`src/rtl/core_run_ctrl.sv`:
```
// core_run_ctrl: load-and-run sequencer for the pipelined RV64I datapath.
// Holds the core in reset while a program streams into IMEM over a valid/ready
// port, releases it for a bounded number of cycles (or until halt), then
// freezes the pipeline so register-file and PC state remain observable.
//
// Ports:
//   clk, rst             clock, asynchronous active-high reset
//   start                begin a load+run sequence (honoured in IDLE/DONE)
//   ld_valid/ld_data/ld_last, ld_ready   program word stream
//   run_cycles           run budget, sampled in RELEASE
//   halt                 datapath halt indication (honoured in RUN)
//   imem_we/imem_addr/imem_wdata         IMEM write port (combinational)
//   core_rst, core_stall datapath reset and pipeline freeze
//   busy, done           sequence in progress / one-cycle completion pulse
//   status               0 none, 1 halted, 2 budget, 3 overflow
//   cycles_used          RUN cycles consumed by the last sequence
module core_run_ctrl #(
  parameter int unsigned IMEM_DEPTH = 256,
  parameter int unsigned INSTR_W    = 32,
  parameter int unsigned CYC_W      = 16
) (
  input  logic                          clk,
  input  logic                          rst,
  input  logic                          start,
  input  logic                          ld_valid,
  input  logic [INSTR_W-1:0]            ld_data,
  input  logic                          ld_last,
  output logic                          ld_ready,
  input  logic [CYC_W-1:0]              run_cycles,
  input  logic                          halt,
  output logic                          imem_we,
  output logic [$clog2(IMEM_DEPTH)-1:0] imem_addr,
  output logic [INSTR_W-1:0]            imem_wdata,
  output logic                          core_rst,
  output logic                          core_stall,
  output logic                          busy,
  output logic                          done,
  output logic [1:0]                    status,
  output logic [CYC_W-1:0]              cycles_used
);

  localparam int unsigned AW = $clog2(IMEM_DEPTH);

  typedef enum logic [2:0] {StIdle, StLoad, StRelease, StRun, StDone} state_e;
  typedef enum logic [1:0] {StatNone, StatHalted, StatBudget, StatOverflow} status_e;

  state_e           state_q, state_d;
  logic [AW-1:0]    addr_q, addr_d;
  logic [CYC_W-1:0] budget_q, budget_d;
  logic [CYC_W-1:0] used_q, used_d;
  status_e          status_q, status_d;

  logic core_rst_q, core_rst_d;
  logic core_stall_q, core_stall_d;
  logic ld_ready_q, ld_ready_d;
  logic busy_q, busy_d;
  logic done_q, done_d;

  logic             accept;
  logic             at_last_addr;
  logic [CYC_W-1:0] used_inc;

  assign accept       = (state_q == StLoad) && ld_valid && ld_ready_q;
  assign at_last_addr = (addr_q == AW'(IMEM_DEPTH - 1));
  assign used_inc     = (used_q == '1) ? used_q : used_q + 1'b1;

  always_comb begin
    state_d  = state_q;
    addr_d   = addr_q;
    budget_d = budget_q;
    used_d   = used_q;
    status_d = status_q;

    unique case (state_q)
      StIdle, StDone: begin
        if (start) begin
          state_d  = StLoad;
          addr_d   = '0;
          status_d = StatNone;
          used_d   = '0;
        end
      end
      StLoad: begin
        if (accept) begin
          addr_d = addr_q + 1'b1;
          if (ld_last) begin
            state_d = StRelease;
          end else if (at_last_addr) begin
            // IMEM full with no end marker: never release the core.
            state_d  = StDone;
            status_d = StatOverflow;
          end
        end
      end
      StRelease: begin
        budget_d = run_cycles;
        if (run_cycles == '0) begin
          state_d  = StDone;
          status_d = StatBudget;
          used_d   = '0;
        end else begin
          state_d = StRun;
        end
      end
      StRun: begin
        used_d = used_inc;
        // Halt takes priority over budget exhaustion in the same cycle.
        if (halt) begin
          state_d  = StDone;
          status_d = StatHalted;
        end else if (used_inc == budget_q) begin
          state_d  = StDone;
          status_d = StatBudget;
        end
      end
      default: state_d = StIdle;
    endcase

    // Registered outputs are decoded from the next state.
    core_rst_d   = (state_d == StIdle) || (state_d == StLoad) || (state_d == StRelease);
    core_stall_d = (state_d == StDone);
    ld_ready_d   = (state_d == StLoad);
    busy_d       = (state_d == StLoad) || (state_d == StRelease) || (state_d == StRun);
    done_d       = (state_d == StDone) && (state_q != StDone);
  end

  always_ff @(posedge clk or posedge rst) begin
    if (rst) begin
      state_q      <= StIdle;
      addr_q       <= '0;
      budget_q     <= '0;
      used_q       <= '0;
      status_q     <= StatNone;
      core_rst_q   <= 1'b1;
      core_stall_q <= 1'b0;
      ld_ready_q   <= 1'b0;
      busy_q       <= 1'b0;
      done_q       <= 1'b0;
    end else begin
      state_q      <= state_d;
      addr_q       <= addr_d;
      budget_q     <= budget_d;
      used_q       <= used_d;
      status_q     <= status_d;
      core_rst_q   <= core_rst_d;
      core_stall_q <= core_stall_d;
      ld_ready_q   <= ld_ready_d;
      busy_q       <= busy_d;
      done_q       <= done_d;
    end
  end

  assign imem_we     = accept;
  assign imem_addr   = addr_q;
  assign imem_wdata  = ld_data;
  assign ld_ready    = ld_ready_q;
  assign core_rst    = core_rst_q;
  assign core_stall  = core_stall_q;
  assign busy        = busy_q;
  assign done        = done_q;
  assign status      = status_q;
  assign cycles_used = used_q;

endmodule
```
`config.mk`:
```
export PLATFORM = sky130hd
export DESIGN_NAME = core_run_ctrl
export DESIGN_NICKNAME = d
export VERILOG_FILES = /design/src/rtl/core_run_ctrl.sv
export SDC_FILE = /design/constraint.sdc
export NUM_CORES = 1
export LEC_CHECK = 0
export ABC_AREA = 1
export CORE_MARGIN = 2
export CORE_UTILIZATION = 45
export DETAILED_ROUTE_END_ITERATION = 10
export PLACE_DENSITY = 0.77
export SLEW_MARGIN = 25
export SYNTH_ARGS = -nofsm -noshare
export SYNTH_HDL_FRONTEND = slang
export SYNTH_SLANG_ARGS = --single-unit
```
`constraint.sdc`:
```
create_clock -name clk -period 4.3 [get_ports clk]
set_clock_uncertainty 0.1 [all_clocks]
set_input_delay 0.86 -clock clk [delete_from_list [all_inputs] [get_ports clk]]
set_output_delay 0.86 -clock clk [all_outputs]
set_load 0.005 [all_outputs]
```
==> results, run 1 <==
- The run finished with clean final reports.
- Hold timing on the final database bottoms out at a slack of about 0.41 ns.
- Setup slack on the critical path of the routed design comes to ~1.3 ns.
- Synthesis produced a netlist whose cell count is 460.
- The critical path's most frequent cell is sky130_fd_sc_hd__clkdlybuf4s50_1.
- The H-tree generated during clock tree synthesis spans 2 levels.
- The HPWL reported at the end of detailed placement is around 6.1 mm.
- The first global-routing pass estimated between 10 and 15 mm of wire.
- Before CTS, the worst setup slack after placement is between 1 and 1.5 ns.
- After layout, the worst path uses a little over two thirds of the clock period.
- The worst setup path is launched from an input port.
- The pin count of the biggest net entering global routing is 51.
- Dividing the detail-routed wire length by the instance count gives 13.5 um.
- The setup total negative slack is 0 ns.
- After detailed routing, the number of vias per cell comes to roughly 5.3.
- The worst-case clock buffer depth is 2.
- For this run, the number of Yosys warnings is 0.
- The number of CTS-inserted buffers is 5.
- The cts-stage hold buffer count is 0.
- The total number of nets in the final design is between 500 and 600.
- TritonCTS built the clock tree.
- The net switching power figure is between 600 and 700 uW.
- Measured on the finished design, the core utilization comes to around 54%.
- The cell with the largest stage delay on the worst path is sky130_fd_sc_hd__clkdlybuf4s50_1.
- The worst hold path belongs to the class register to register.
- The via count of the first global-routing pass is approximately 2900.
- The core region is around 7000 sq um.
- Global routing consumed, over all layers together, about a fifth of the routing resources.
- The tool flagged a number of max-cap violations equal to 0.
- The die is slightly below 90 um wide.
- For this design the ratio of total power to cell area is around 470 nW/um^2.
- In this run the static leakage power is roughly 1.7 nW.
- The count of routing violations after the opening detailed-route iteration is roughly 240.
- The layout filler cell count is 692.
- Yosys mapped the design onto 29 distinct sky130hd cell types.
- The initial utilization of the core area, before any placement, comes to between 40% and 50%.
- In this run, the combinational gates consume between 40% and 50% of the power.
- The routed layout has 3048 vias.
- The total grt overflow is 0.
- The peak fanout along the critical path is 3.
- For this run, design rule violations remaining after detail routing come to 0.
- Summing the sequential cell areas from Yosys gives roughly 40% of the chip area.
- The data arrival time at the worst-slack endpoint is between 2 and 2.5 ns.
- Setup repair after global routing left no endpoint under its margin.
- The critical path in this run is classified as input port to output pin.
- Across the VDD grid, the largest voltage drop is 282 uV.
- Measured in cells, the most critical reg-to-reg path has a length of 16.
- The clock edge transition at the registers on the reported setup and hold paths is 0.09 ns.
- The final count of pins violating max slew came to 0.
- The final hold violation count is 0.
- The vertical die dimension is about 88 um.
- The signal on the critical path passes through clkdlybuf4s50_1 -> nand3_1 -> inv_1 -> clkdlybuf4s50_1.
- The number of setup buffers added after CTS is 0.
- The number of gates resized after cts is 0.
- The number of buffer cells added on primary ports is between 50 and 60.
- Compared with the post-synthesis result, the final layout area differs by 15.2%.
- The synthesized cell area is between 3000 and 4000 sq um.
- After detailed routing, the total wire length is 7.86 mm.
- The time the final worst path needs with I/O delays and setup is between 3 and 4 ns.
- Timing would allow up to ~330 MHz.
- The share of post-route cells with drive strength above 1 is under 10%.
- The part of the total power dissipated in the clock network is 16.9%.
- The clock root buffer is sky130_fd_sc_hd__clkbuf_8.
- The cell internal power dissipation is between 1 and 1.5 mW.
- When the netlist entered floorplanning its net count stood at 516.
- The worst hold path passes through 2 cells.
- The row count is 30.
- Before antenna repair, the detailed router went through 5 iterations.
- The diode insertion count for antenna repair is 0.
- The I/O pin count is approximately 120.
- In this run the mean area of a mapped cell was between 6 and 7 sq um.
- The insertion delay to the later sink of the worst-skew pair is between 0.3 and 0.4 ns.
- The flip-flop and latch count after synthesis is 50.
- The initial antenna violation count is 0.
- In this run the remaining antenna-violating nets after routing total 0.
- The setup-violating endpoint count in the final report is 0.
- Registers are responsible for roughly two fifths of the overall power.
- Headroom to the max-slew limit came out at 42.8%.
- Overall power consumption after layout is estimated at around 1.7 mW.
- The congestion estimate from routability-driven global placement came to just over 0.9.
- The type of element capturing the critical path is an output pin.
- On the worst path, the slowest cell contributes a delay of a little over 0.5 ns.
- The data required time at the worst endpoint is ~3.3 ns.
- The area enclosed by the die boundary is 7780 sq um.
- At the pin with the least slew margin, the transition time is 0.858 ns.
- The switching share of power is ~40%.
- The sink count of the clock tree is 50.
layer usage:
metal | share of wire [%] | GRT usage [%] | up-vias | routed length (um)
li1 | - | - | 1501 | -
met1 | 44 | 28.5 | 1381 | 3430
met2 | 46 | 35.1 | 145 | 3630
met3 | 7.6 | 4.48 | 21 | 599
met4 | 2.4 | 6.61 | 0 | 187
met5 | 0 | 0 | - | 0
placed cells by master, fill, tap and decap left out:
master / instances
sky130_fd_sc_hd__clkinvlp_4: 1
sky130_fd_sc_hd__nor4_1: 3
sky130_fd_sc_hd__xnor2_1: 1
sky130_fd_sc_hd__ha_1: 2
sky130_fd_sc_hd__nor3_1: 7
sky130_fd_sc_hd__dfstp_2: 1
sky130_fd_sc_hd__nand2_2: 1
sky130_fd_sc_hd__nand2_1: 133
sky130_fd_sc_hd__nor2_2: 3
sky130_fd_sc_hd__o22ai_1: 3
sky130_fd_sc_hd__a21boi_0: 1
sky130_fd_sc_hd__inv_4: 1
sky130_fd_sc_hd__buf_4: 1
sky130_fd_sc_hd__a22oi_1: 1
sky130_fd_sc_hd__a22o_1: 2
sky130_fd_sc_hd__clkdlybuf4s50_1: 53
sky130_fd_sc_hd__o21ai_0: 42
sky130_fd_sc_hd__xor2_1: 1
sky130_fd_sc_hd__a21oi_1: 9
sky130_fd_sc_hd__o21a_1: 1
sky130_fd_sc_hd__o211ai_1: 1
sky130_fd_sc_hd__dfrtp_1: 49
sky130_fd_sc_hd__nor2_1: 38
sky130_fd_sc_hd__nand4_1: 16
sky130_fd_sc_hd__inv_1: 62
sky130_fd_sc_hd__nand3_1: 37
sky130_fd_sc_hd__nor2_4: 1
sky130_fd_sc_hd__nand3_2: 3
sky130_fd_sc_hd__nand3b_1: 2
sky130_fd_sc_hd__clkbuf_8: 6
sky130_fd_sc_hd__clkinv_2: 2
sequential cells by signal, summed over array words and instances (netlist names):
register and flops:
cycles_used 16, core_rst 1, budget_q 16, state_q 3
done 1, imem_addr 8, core_stall 1, status 2
ld_ready 1, busy 1
kinds of logic after synthesis:
kind of cell / synth area share, %
compound gates: 10.1
fa+ha+maj: 0.784
xor+xnor: 0.549
flops: 39.2
buf+inv: 16.1
simple gates: 33.3
worst max-delay path: cells and delay by family:
family | cells | cell delay [ns]
buffers and inverters | 3 | 1.09
and+or+nand+nor | 1 | 0.10
per-stage QoR:
stage               instance area, sq um  std cells
global route                        3680        580
finish                              3680        580
CTS                                 3670        580
global placement                    3580        572
detailed placement                  3580        572
floorplan                           3190        460
cells in the mapped netlist:
cell type	n	share of area, %
sky130_fd_sc_hd__nand2_1	133	16
sky130_fd_sc_hd__inv_1	63	7.4
sky130_fd_sc_hd__dfrtp_1	49	38
sky130_fd_sc_hd__o21ai_0	42	6.6
sky130_fd_sc_hd__nor2_1	38	4.5
sky130_fd_sc_hd__nand3_1	37	5.8
sky130_fd_sc_hd__buf_4	32	7.5
sky130_fd_sc_hd__nand4_1	16	3.1
sky130_fd_sc_hd__a21oi_1	9	1.4
sky130_fd_sc_hd__nor3_1	7	1.1
sky130_fd_sc_hd__clkbuf_1	5	0.59
sky130_fd_sc_hd__nand3_2	3	0.94
sky130_fd_sc_hd__nor2_2	3	0.59
sky130_fd_sc_hd__nor4_1	3	0.59
sky130_fd_sc_hd__o22ai_1	3	0.59
sky130_fd_sc_hd__a22o_1	2	0.55
sky130_fd_sc_hd__ha_1	2	0.78
sky130_fd_sc_hd__nand3b_1	2	0.47
sky130_fd_sc_hd__a21boi_0	1	0.24
sky130_fd_sc_hd__a22oi_1	1	0.24
sky130_fd_sc_hd__buf_6	1	0.35
sky130_fd_sc_hd__dfstp_2	1	0.82
sky130_fd_sc_hd__inv_4	1	0.20
sky130_fd_sc_hd__nand2_2	1	0.20
sky130_fd_sc_hd__nor2_4	1	0.35
sky130_fd_sc_hd__o211ai_1	1	0.24
sky130_fd_sc_hd__o21a_1	1	0.24
sky130_fd_sc_hd__xnor2_1	1	0.27
sky130_fd_sc_hd__xor2_1	1	0.27
path summary, 6_finish.rpt:
kind,end,startpoint,slack (ns)
worst max-delay path,imem_we,ld_valid,1.28
worst min-delay path,status[1],status[1],0.41
worst max register to register,state_q[1],cycles_used[1],1.70
worst min register to register,status[1],status[1],0.41
max in group asynchronous,core_stall,rst,2.68
min in group asynchronous,imem_addr[5],rst,0.90
area by class of cell:
type                            count  area (sq um)  area share (%)
Clock buffer                        6          82.6            2.25
Clock inverter                      2          12.5           0.340
Inverter                           64           244            6.64
Multi-Input combinational cell    308          1430            38.8
Sequential cell                    50          1250            34.1
Tap cell                           96           120            3.27
Timing Repair Buffer               54           538            14.6
power groups by stage:
stage               Sequential (mW)  Clock [mW]  Combinational [mW]
floorplan                     0.690           0               0.509
finish                        0.693       0.293               0.745
global placement              0.699           0               0.722
CTS                           0.694       0.295               0.743
detailed placement            0.702           0               0.739
global route                  0.715       0.315               0.861
No activity file was read; power rests on OpenSTA's default activity.
==> run 2, diff against run 1 <==
==> constraint.sdc (replaced) <==
create_clock -name clk -period 3 [get_ports clk]
set_clock_uncertainty 0.1 [all_clocks]
set_input_delay 0.6 -clock clk [delete_from_list [all_inputs] [get_ports clk]]
set_output_delay 0.6 -clock clk [all_outputs]
set_load 0.005 [all_outputs]
==> run 2 against run 1 <==
Clock-buffer cell count is the same; hold slack improved by 0.012 ns; combinational power up 48%; total power is 55% higher; first-iteration DRC count grew 2.9%; global-route usage increased by 0.43 points; clock power increased by 100%; largest cell class unchanged.
==> results, run 2 (synthesis gave the netlist of run 1 again) <==
- The cell leakage power is 1.74 nW (was 1.70 nW).
- The first-pass GRT wire length is 13.3 mm (was 13.0 mm).
- The number of gates resized after cts is 0 (unchanged).
- The total grt overflow is 0 (unchanged).
- The cell internal power dissipation is 1.67 mW (was 1.04 mW).
- The vertical die dimension is 88.2 um (unchanged).
- The worst vdd rail ir drop came to 536 uV (was 282 uV).
- The overall via count from detail_route is 3051 (was 3048).
- The initial antenna violation count is 0 (unchanged).
- The startpoint of the most critical hold path is status[0] (was status[1]).
- The final hold violation count came to 0 (unchanged).
- Most frequent cells in the layout: sky130_fd_sc_hd__nand2_1, sky130_fd_sc_hd__inv_1, sky130_fd_sc_hd__clkdlybuf4s50_1, sky130_fd_sc_hd__dfrtp_1, sky130_fd_sc_hd__o21ai_0 (unchanged).
- The clock edge transition at the registers on the reported setup and hold paths is 0.09 ns (about the same).
- The kind of critical path is register to register (was input port to output pin).
- Outcome: complete, no violations (unchanged).
- The routed via count divided by cell count was 5.23 (was 5.26).
- The final count of pins violating max slew is 0 (unchanged).
- The cell type group with the largest total delay on the critical path is simple AND/OR/NAND/NOR gates (was buffers and inverters).
- The number of nets still failing antenna checks after routing is 0 (unchanged).
- The clock root buffer was sky130_fd_sc_hd__clkbuf_8 (unchanged).
- The peak fanout along the critical path came to 19 (was 3).
- The part of the cycle the worst path needs is just under 90%.
- The power share of the combinational group came to 40.9% (was 43.1%).
- The cell depth of the worst hold path came to 2 (unchanged).
- The residual DRC count was 0 (unchanged).
- The worst slack on hold paths is 0.418 ns (was 0.406 ns).
- The count of buffering cells on the critical path with inverters included is 2 (was 3).
- The TritonCTS clock tree is built (unchanged).
- The logic depth of the worst register-to-register path is 16 (unchanged).
- The iteration count of the initial detailed-routing pass is 5 (unchanged).
- The diode insertion count for antenna repair was 0 (unchanged).
- The total chip power is 2.69 mW (was 1.73 mW).
- The via count of the first global-routing pass is 2944 (was 2858).
- The growth of design area from synthesis to finish is 17.3% (was 15.2%).
- The most common library cell in the layout ignoring fill and taps was sky130_fd_sc_hd__nand2_1 (unchanged).
- The count of H-tree levels built during CTS is 2 (unchanged).
- The type of origin of the critical path was a register (was input port).
- The number of buffer cells added on primary ports is 53 (unchanged).
- The cell with the largest stage delay on the worst path is sky130_fd_sc_hd__dfrtp_1 (was sky130_fd_sc_hd__clkdlybuf4s50_1).
- The net switching power figure is 1.02 mW (was 696 uW).
- Worst-path cell chain: ha_1 -> nand2_1 -> nor2_2 -> nand2_2 -> nor2_4 -> inv_4 -> nand2_1 -> nand2_1 -> nand2_1 -> nand3_1 -> nor2_1 -> nand3_1 -> nand3_2 -> nand2_1 -> inv_1 -> nand2_1 (was clkdlybuf4s50_1 -> nand3_1 -> inv_1 -> clkdlybuf4s50_1).
- The insertion delay to the later sink of the worst-skew pair is 0.32 ns (was 0.31 ns).
- The initial core utilization was 46.7% (unchanged).
- The data required time at the worst endpoint is 3.10 ns (was 3.34 ns).
- The global router's overall resource usage is 21.8% (was 21.4%).
- The data arrival time at the worst-slack endpoint is 2.73 ns (was 2.06 ns).
- The total detailed-routing wirelength is 8.03 mm (was 7.86 mm).
- The worst-case clock buffer depth is 2 (unchanged).
- The critical path's most frequent cell is sky130_fd_sc_hd__nand2_1 (was sky130_fd_sc_hd__clkdlybuf4s50_1).
- The cts-stage hold buffer count was 0 (unchanged).
- The origin of the critical flop-to-flop path is cycles_used[1] (unchanged).
- The post-route cell area is 3740 sq um (was 3680 sq um).
- The sink count of the clock tree is 50 (unchanged).
- The maximum cell stage delay along the critical path was 0.43 ns (was 0.51 ns).
- The pin count of the biggest net entering global routing is 35 (was 51).
- The worst-margin pin slew was 0.575 ns (was 0.858 ns).
- The detail-routed net length per standard cell is 13.8 um (was 13.5 um).
- The worst min-delay path category is register to register (unchanged).
- The I/O pin count came to 118 (unchanged).
- The layout filler cell count came to 676 (was 692).
- The part of the total power dissipated in the clock network came to 22.1% (was 16.9%).
- The time the final worst path needs with I/O delays and setup is between 2 and 3 ns.
- The worst slew margin relative to its limit is 61.2% (was 42.8%).
- The hold path endpoint is status[0] (was status[1]).
- The last weighted congestion value of the routability-driven placer was 0.958 (was 0.925).
- The row count was 30 (unchanged).
- The fraction of power consumed by sequential logic was 37.1% (was 40.0%).
- The switching share of power is 37.9% (was 40.2%).
- The count of routing violations after the opening detailed-route iteration is 248 (was 241).
- The instance area after placement is 3600 sq um (was 3580 sq um).
- The type of element capturing the critical path is a register (was output pin).
- The peak clock frequency supported by timing is roughly 380 MHz.
- The post-CTS setup repair buffer count is 0 (unchanged).
- RSZ-0062 raised after global routing: false (unchanged).
- The power density over cell area is 717 nW/um^2 (was 471 nW/um^2).
- The total core area came to 6830 sq um (unchanged).
- The setup total negative slack is 0 ns (unchanged).
- The number of max-cap violations came to 0 (unchanged).
- The timing startpoint of the critical path is cycles_used[1] (was ld_valid).
- The share of post-route cells with drive strength above 1 is 4.72% (was 4.13%).
- The die span in x is 88.2 um (unchanged).
- The area enclosed by the die boundary is 7780 sq um (unchanged).
- The worst reg2reg path endpoint is state_q[0] (was state_q[1]).
- The number of CTS-inserted buffers is 5 (unchanged).
- The slack of the worst reg-to-reg path came to 0.37 ns (was 1.70 ns).
- The HPWL reported at the end of detailed placement is 6.22 mm (was 6.10 mm).
- The total number of nets in the final design is 542 (was 539).
- The setup-violating endpoint count in the final report is 0 (unchanged).
-- run 2: changes by cell type in the layout (fill, tap and decap cells not counted), sizes merged --
cell and change:
inv +1, clkinvlp -1, buf +3, bufinv +2
clkinv -2
-- run 2: layer usage --
layer  vias to the layer above  global-route usage [%]  part of all wire, %
li1                       1504                       -                    -
met1                      1400                    28.4                   43
met2                       133                    36.3                   47
met3                        14                    5.50                  8.4
met4                         0                    5.92                  1.4
met5                         -                       0                    0
-- run 2: cell type report --
cell class | count | area (sq um) | share of cell area [%]
repair buffers | 57 | 561 | 15.0
clock buffers | 6 | 82.6 | 2.21
clock inverters | 2 | 60.1 | 1.60
well taps | 96 | 120 | 3.21
inverters | 64 | 243 | 6.48
multi-input cells | 308 | 1430 | 38.1
flip-flops and latches | 50 | 1250 | 33.4
-- run 2: worst max-delay path by stage --
| stage | end | cells after the start |
|---|---|---|
| after detailed placement | cycles_used[7] | 7 |
| after CTS | state_q[0] | 16 |
| after floorplan | state_q[0] | 17 |
| after global placement | cycles_used[15] | 7 |
| after global routing | state_q[0] | 16 |
| final | state_q[0] | 16 |
-- run 2: per-stage QoR --
stage	std cells	worst slack (ns)	util, %
finish	583	0.367	54.8
global route	583	0.170	54.8
CTS	583	0.375	54.8
detailed placement	575	0.243	52.7
global placement	575	0.352	52.7
floorplan	460	0.852	-
-- run 2: power by group through the flow --
stage	sequential (mW)	combinational [mW]	clock, mW
after CTS	0.994	1.09	0.595
after global routing	1.02	1.25	0.616
after floorplan	0.989	0.730	0
after detailed placement	1.01	1.08	0
after global placement	1.00	1.06	0
final	0.996	1.10	0.592
-- run 2: worst reg2reg max path: stages, from the launching register on --
cell                      delay [ns]
sky130_fd_sc_hd__dfrtp_1        0.43
sky130_fd_sc_hd__ha_1           0.25
sky130_fd_sc_hd__nand2_1        0.09
sky130_fd_sc_hd__nor2_2         0.19
sky130_fd_sc_hd__nand2_2        0.16
sky130_fd_sc_hd__nor2_4         0.18
sky130_fd_sc_hd__inv_4          0.12
sky130_fd_sc_hd__nand2_1        0.11
sky130_fd_sc_hd__nand2_1        0.05
sky130_fd_sc_hd__nand2_1        0.12
sky130_fd_sc_hd__nand3_1        0.11
sky130_fd_sc_hd__nor2_1         0.17
sky130_fd_sc_hd__nand3_1        0.13
sky130_fd_sc_hd__nand3_2        0.10
sky130_fd_sc_hd__nand2_1        0.09
sky130_fd_sc_hd__inv_1          0.07
sky130_fd_sc_hd__nand2_1        0.05
